--- src/rtl/iir_power_meter.sv ---
// -----------------------------------------------------------------------------
// iir_power_meter
// Block-averaged power meter for the complex output stream of iir_filter.
// Each valid sample contributes p = re^2 + im^2 (exact, unsigned 2*DW bits).
// Every N = 2^LOG2N valid samples the truncated block mean is presented on an
// AXI-Stream style output register together with an 8-bit block sequence
// number. A result arriving while the previous one is still unaccepted is
// dropped and the sticky overflow flag is raised.
//
// Optional feature: define IIR_POWER_METER_PEAK_EN to track the largest p of
// each block and present it on peak_out alongside the mean. Without the macro
// peak_out is constant zero.
//
// Parameters:
//   DW     signed sample width
//   LOG2N  block length exponent, N = 2^LOG2N (1..10)
// Ports:
//   clk            sole clock, rising edge
//   resetn         synchronous active-low reset
//   clear          synchronous block restart (discards in-flight samples)
//   dv_in          sample valid
//   d_in_real      signed in-phase sample
//   d_in_imag      signed quadrature sample
//   m_axis_tvalid  result valid
//   m_axis_tready  downstream accept
//   m_axis_tdata   {seq[7:0], zero pad, mean_power}
//   peak_out       peak p of the block, qualified by m_axis_tvalid
//   overflow       sticky: a completed block result was dropped
// -----------------------------------------------------------------------------
module iir_power_meter #(
    parameter int DW    = 18,
    parameter int LOG2N = 6
) (
    input  logic                 clk,
    input  logic                 resetn,
    input  logic                 clear,
    input  logic                 dv_in,
    input  logic signed [DW-1:0] d_in_real,
    input  logic signed [DW-1:0] d_in_imag,
    output logic                 m_axis_tvalid,
    input  logic                 m_axis_tready,
    output logic [47:0]          m_axis_tdata,
    output logic [2*DW-1:0]      peak_out,
    output logic                 overflow
);
    localparam int PW = 2 * DW;
    localparam int AW = PW + LOG2N;

    typedef enum logic {EMPTY, FULL} state_t;

    logic signed [DW-1:0] sample [2];
    assign sample[0] = d_in_real;
    assign sample[1] = d_in_imag;

    // Stage 1: one squarer per component
    genvar gi;
    generate
        for (gi = 0; gi < 2; gi++) begin : g_sq
            logic signed [PW-1:0] prod;
            logic [PW-1:0]        sq_reg;
            // Operands are sign-extended first so the product is the exact square
            assign prod = PW'(sample[gi]) * PW'(sample[gi]);
            always_ff @(posedge clk) begin
                if (!resetn) begin
                    sq_reg <= '0;
                end else if (dv_in && !clear) begin
                    sq_reg <= prod;
                end
            end
        end
    endgenerate

    logic           s1_valid_reg, s2_valid_reg;
    logic [PW-1:0]  p_reg;
    logic [AW-1:0]  acc_reg;
    logic [LOG2N-1:0] count_reg;
    logic [7:0]     seq_reg;
    logic [PW-1:0]  mean_reg;
    logic [7:0]     tseq_reg;
    logic           overflow_reg;
    state_t         state_reg, state_next;

    logic [AW-1:0]  acc_sum;
    logic [PW-1:0]  mean_next;
    logic           block_done;
    logic           fire;
    logic           take_result;
    logic           drop_result;

    // Valid bits travel every cycle; stages only act on valid data, so dv_in
    // gaps never disturb the accumulation.
    always_ff @(posedge clk) begin
        if (!resetn) begin
            s1_valid_reg <= 1'b0;
            s2_valid_reg <= 1'b0;
            p_reg        <= '0;
        end else begin
            s1_valid_reg <= dv_in && !clear;
            s2_valid_reg <= s1_valid_reg && !clear;
            if (s1_valid_reg && !clear) begin
                p_reg <= g_sq[0].sq_reg + g_sq[1].sq_reg;
            end
        end
    end

    // Stage 3: accumulate; the last sample of a block closes it
    assign acc_sum    = acc_reg + AW'(p_reg);
    assign mean_next  = PW'(acc_sum >> LOG2N);
    assign block_done = s2_valid_reg && !clear && (count_reg == '1);

    always_ff @(posedge clk) begin
        if (!resetn || clear) begin
            acc_reg   <= '0;
            count_reg <= '0;
        end else if (s2_valid_reg) begin
            if (block_done) begin
                acc_reg   <= '0;
                count_reg <= '0;
            end else begin
                acc_reg   <= acc_sum;
                count_reg <= count_reg + LOG2N'(1);
            end
        end
    end

    // Output FSM: a new result may replace the held one only in the cycle the
    // held one is being accepted.
    assign fire = (state_reg == FULL) && m_axis_tready;

    always_comb begin
        state_next  = state_reg;
        take_result = 1'b0;
        drop_result = 1'b0;
        if (fire) begin
            state_next = EMPTY;
        end
        if (block_done) begin
            if (state_reg == EMPTY || fire) begin
                take_result = 1'b1;
                state_next  = FULL;
            end else begin
                drop_result = 1'b1;
            end
        end
    end

    always_ff @(posedge clk) begin
        if (!resetn) begin
            state_reg    <= EMPTY;
            mean_reg     <= '0;
            tseq_reg     <= '0;
            seq_reg      <= '0;
            overflow_reg <= 1'b0;
        end else begin
            state_reg <= state_next;
            if (take_result) begin
                mean_reg <= mean_next;
                tseq_reg <= seq_reg;
            end
            // Dropped blocks still consume a sequence number
            if (block_done) begin
                seq_reg <= seq_reg + 8'd1;
            end
            if (clear) begin
                overflow_reg <= 1'b0;
            end else if (drop_result) begin
                overflow_reg <= 1'b1;
            end
        end
    end

`ifdef IIR_POWER_METER_PEAK_EN
    logic [PW-1:0] peak_acc_reg;
    logic [PW-1:0] peak_reg;
    logic [PW-1:0] peak_new;

    assign peak_new = (p_reg > peak_acc_reg) ? p_reg : peak_acc_reg;

    always_ff @(posedge clk) begin
        if (!resetn) begin
            peak_acc_reg <= '0;
            peak_reg     <= '0;
        end else begin
            if (clear || block_done) begin
                peak_acc_reg <= '0;
            end else if (s2_valid_reg) begin
                peak_acc_reg <= peak_new;
            end
            if (take_result) begin
                peak_reg <= peak_new;
            end
        end
    end

    assign peak_out = peak_reg;
`else
    assign peak_out = '0;
`endif

    assign m_axis_tvalid = (state_reg == FULL);
    assign m_axis_tdata  = {tseq_reg, 40'(mean_reg)};
    assign overflow      = overflow_reg;

endmodule

--- config.mk ---
export PLATFORM = sky130hd
export DESIGN_NAME = iir_power_meter
export DESIGN_NICKNAME = d
export VERILOG_FILES = /design/src/rtl/iir_power_meter.sv
export SDC_FILE = /design/constraint.sdc
export NUM_CORES = 2
export LEC_CHECK = 0
export ABC_AREA = 1
export ABC_CLOCK_PERIOD_IN_PS = 13000
export CORE_ASPECT_RATIO = 1.4
export CORE_UTILIZATION = 30
export CTS_BUF_LIST = sky130_fd_sc_hd__clkbuf_16
export DETAILED_ROUTE_END_ITERATION = 16
export PLACE_DENSITY = 0.51
export SKIP_CTS_REPAIR_TIMING = 1
export SYNTH_ARGS = -nofsm -noshare
export SYNTH_HDL_FRONTEND = slang
export SYNTH_SLANG_ARGS = --single-unit
--- constraint.sdc ---
create_clock -name clk -period 13 [get_ports clk]
set_input_delay 1.3 -clock clk [delete_from_list [all_inputs] [get_ports clk]]
set_output_delay 1.3 -clock clk [all_outputs]
set_load 0.02 [all_outputs]
Word level (Yosys, flattened, before mapping)
Cells that the tools add are included.

word-level totals
  register bits after elaboration = 212
  input port bits = 41
  output and inout bits = 86
  word-level logic and storage cells = 40

cells by class
  add/subtract/negate cells = 4
  multiply operators = 2
  equal/unequal tests = 1
  muxes and demuxes = 9
  bitwise logic cells = 2
  reduce and logical (&&, ||, !) cells = 10

operator list
  cell                                                           count
  18-bit by 18-bit multiplier with 36-bit output                 2
  42-bit by 36-bit adder with 42-bit output                      1
  42-bit 2-to-1 mux                                              1
  36-bit adder                                                   1
  8-bit by 1-bit adder with 8-bit output, second input constant  1
  1-bit 2-to-1 mux                                               7
  6-bit by 1-bit adder with 6-bit output, second input constant  1
  6-bit == test, second input constant                           1
  6-bit 2-to-1 mux                                               1
  1-bit logical AND                                              5
  1-bit logical NOT                                              2
  1-bit logical OR                                               2
  1-bit NOT                                                      2
  2-bit OR reduction                                             1

Depth between registers and ports, before layout
  depth in word-level cells = 4
  gate-level depth with buffers = 30
  mapped depth without buffers = 28

Worst setup path before layout
OpenSTA, ideal clock, no wires.

  path type = in2reg
  from = in d_in_imag[5]
  to = reg g_sq[1].sq_reg[27]
  library setup time = 109 ps
  data arrival time = 6574 ps
  data required time = 12891 ps
  slack = 6317 ps
  stages on the path = 21
  buffers on the path = 2
  cell sequence = clkbuf_1 -> buf_1 -> nand2_1 -> fa_1 -> inv_1 -> fa_1 -> fa_1 -> fa_1 -> fa_1 -> inv_1 -> fa_1 -> inv_1 -> ha_1 -> nand2_1 -> nor2_1 -> nand2_1 -> or2_2 -> nand4_1 -> nand3_1 -> nand2_1 -> inv_1

on the way
  word-level cells in the longest chain between the ends = 1

ends and longest elaborated chain
  item                                            RTL line  text
  from (decl)                                     39        input logic signed [DW-1:0] d_in_imag,
  18-bit by 18-bit multiplier with 36-bit output  62        assign prod = PW'(sample[gi]) * PW'(sample[gi]);
  to (signal assigned)                            67        sq_reg <= prod;
  to (decl)                                       60        logic [PW-1:0] sq_reg;

Every way passes these cells.
A chain may end at the register's enable or synchronous reset.

Worst setup path in the final report
  from = in d_in_imag[0]
  to = reg g_sq[1].sq_reg[25]

Same word-level chain as after synthesis.

==> out/metrics.cfg <==
[run_status]
status=complete, no violations

[clock_tree]
cts-buffers-inserted=27
clock_latency_ps=550
clk_path_buf_depth=3
cts_tree=yes
numClockSinks=210
cts_max_level=1
clk_pin_slew_ps=60
cts_root_buf=clkbuf_16

[finish]
largest_reg_flops=70
layout_commonest_cell=inv_1
nNetsFinal=6035
antenna_cells=0
synthToLayoutAreaGrowth_pct=8.68
finalNonFillerCells=6748
drive_gt1_share_pct=2.12
final_cell_mix=inv_1 (1399), nand2_1 (1177), fa_1 (590)

[placement]
dp.cells=6700
dp_hpwl_mm=89.4
dp_slack_ps=4960
io_buffers=86
gp_congestion=0.919

[setup_path]
cpMostUsedCell=inv_1
critPathTopFamily=adder cells
critPathLaunchType=primary input
crit_type=in -> reg
ff2ff_path_depth=14
critical_path_arrival_ps=7880
cp.required_ps=13430
cp_slowest_stage_delay_ps=860
cp_num_buf_inv=10
critPathSlowestCell=clkdlybuf4s50_1
crit_fanout=20
cp.depth=25
endpoint_kind=flip-flop

[synth]
postSynthAreaPerCell_um2=7.19
syn_inst=5121
ys.flop_type=dfxtp_1
synth_edf_count=0
syn-cell-area_um2=36800
yosys.cell_types.count=49
ys_warn_count=0
async_flop_share_pct=0
ys_ff_latch=210
yosysSeqAreaShare_pct=11.4

[detailed_routing]
drtIter0Drc=1283
drc=0
via_per_inst=4.47
postRouteAntennaNets=0
vias=30200
drtPass1Iterations=5
wire_per_inst_um=15.6
routed_wl_mm=105

[die]
die_h_um=416
die-area_um2=124000
rows=151
die_x_um=298
initial_core_util_pct=30.3
ios=127
core_area_um2=121000

[flow_run]
maxCapViolCount=0

[sta]
skew_ps=17.5
whs_ps=446
setup_viol=0
period_share_pct=57.3
fmax_ghz=0.134
fin_crit_ps=7450
setup_ws_ps=5550
finalHoldViolCount=0
rsz0062_at_grt=no
worst_pin_slew_ps=1050
maxSlewViolCount=0
setup_tns_ps=0
relSlewSlack_pct=29.5

[grt]
grt_antenna_before_repair=0
grt_max_degree=94
use_met1_pct=18.8
grt_pass1_vias=32000
grt_pass1_wl_mm=169
grt_use_met3_pct=0.793
track_usage_pct=17.3
grt-busiest-layer=met2
grt.met2_usage_pct=34.6
grt.overflow.total=0

[hold_path]
hold_class=reg -> reg
hold_depth=2

[per-layer routing]
| layer | vias to the layer above | routed length (µm) |
|---|---|---|
| li1 | 15000 | - |
| met5 | - | 0 |
| met3 | 178 | 1980 |
| met1 | 14600 | 40400 |
| met2 | 440 | 58500 |
| met4 | 0 | 4170 |
[path summary, 6_finish.rpt]
check                      startpoint                              end  slack (ps)
max                      d_in_imag[0]  g_sq[1].sq_reg[25]$_SDFFE_PN0P_        5550
min reg2reg  tseq_reg[6]$_SDFFE_PN0P_         tseq_reg[6]$_SDFFE_PN0P_         450
min          tseq_reg[6]$_SDFFE_PN0P_         tseq_reg[6]$_SDFFE_PN0P_         450
max reg2reg     p_reg[0]$_SDFFE_PN0P_        mean_reg[14]$_SDFFE_PN0P_       10300
[synthesized netlist by cell type, types with 5 or more instances]
cell | n | area [µm²]
nor3_1 | 15 | 75.1
or2_2 | 14 | 87.6
buf_4 | 44 | 330
o21bai_1 | 27 | 203
buf_1 | 17 | 63.8
buf_2 | 16 | 80.1
a21oi_1 | 195 | 976
xor2_1 | 73 | 639
o21ai_0 | 153 | 766
clkbuf_1 | 93 | 349
nand3b_1 | 13 | 97.6
a21boi_0 | 6 | 45.0
o221ai_1 | 7 | 61.3
nand2_1 | 1177 | 4420
nand3_1 | 191 | 956
nand4_1 | 34 | 213
o21ai_1 | 7 | 35.0
o21a_1 | 22 | 165
dfxtp_1 | 210 | 4200
ha_1 | 281 | 3520
inv_1 | 1398 | 5250
o211ai_1 | 8 | 60.1
fa_1 | 590 | 11800
xnor2_1 | 20 | 175
a21o_1 | 24 | 180
nand2_2 | 5 | 31.3
nor2_1 | 437 | 1640
[worst reg2reg max path, stage by stage, from the launching register on]
cell and delay [ps]:
dfxtp_1 310, ha_1 310, fa_1 470, nand3_1 110
nand3_2 130, nand2_1 100, nand3_1 260, nand2_1 140
nand2_1 210, nand2_1 150, nand2_1 60, nand2_1 50
nand2_1 110, o21bai_1 150, inv_1 50
[kinds of logic after synthesis]
logic type	Yosys count	share of synthesized area, %
other cells	1	0.0102
flops	210	11.4
compound gates	460	7.01
buf+inv	1577	16.7
mux	1	0.0306
simple gates	1908	21.0
xor+xnor	93	2.21
fa+ha+maj	871	41.6
[area by class of cell]
type                            instances  area [µm²]
Clock buffer                           27         676
Fill cell                           13300       81300
Timing Repair Buffer                  108        1020
Clock inverter                         21         208
Sequential cell                       210        4200
Multi-Input combinational cell       3373       26600
Inverter                             1403        5270
Tap cell                             1606        2010
[per-stage QoR]
step / area [µm²] / utilization (%)
2_1_floorplan: 37000 / -
3_5_place_dp: 39100 / 32.3
3_3_place_gp: 39100 / 32.3
4_1_cts: 40000 / 33.0
6_report: 40000 / 33.0
5_1_grt: 40000 / 33.0
Power is not shown: default switching activity piles up to over one toggle a cycle in this logic, so the estimate is an artifact.
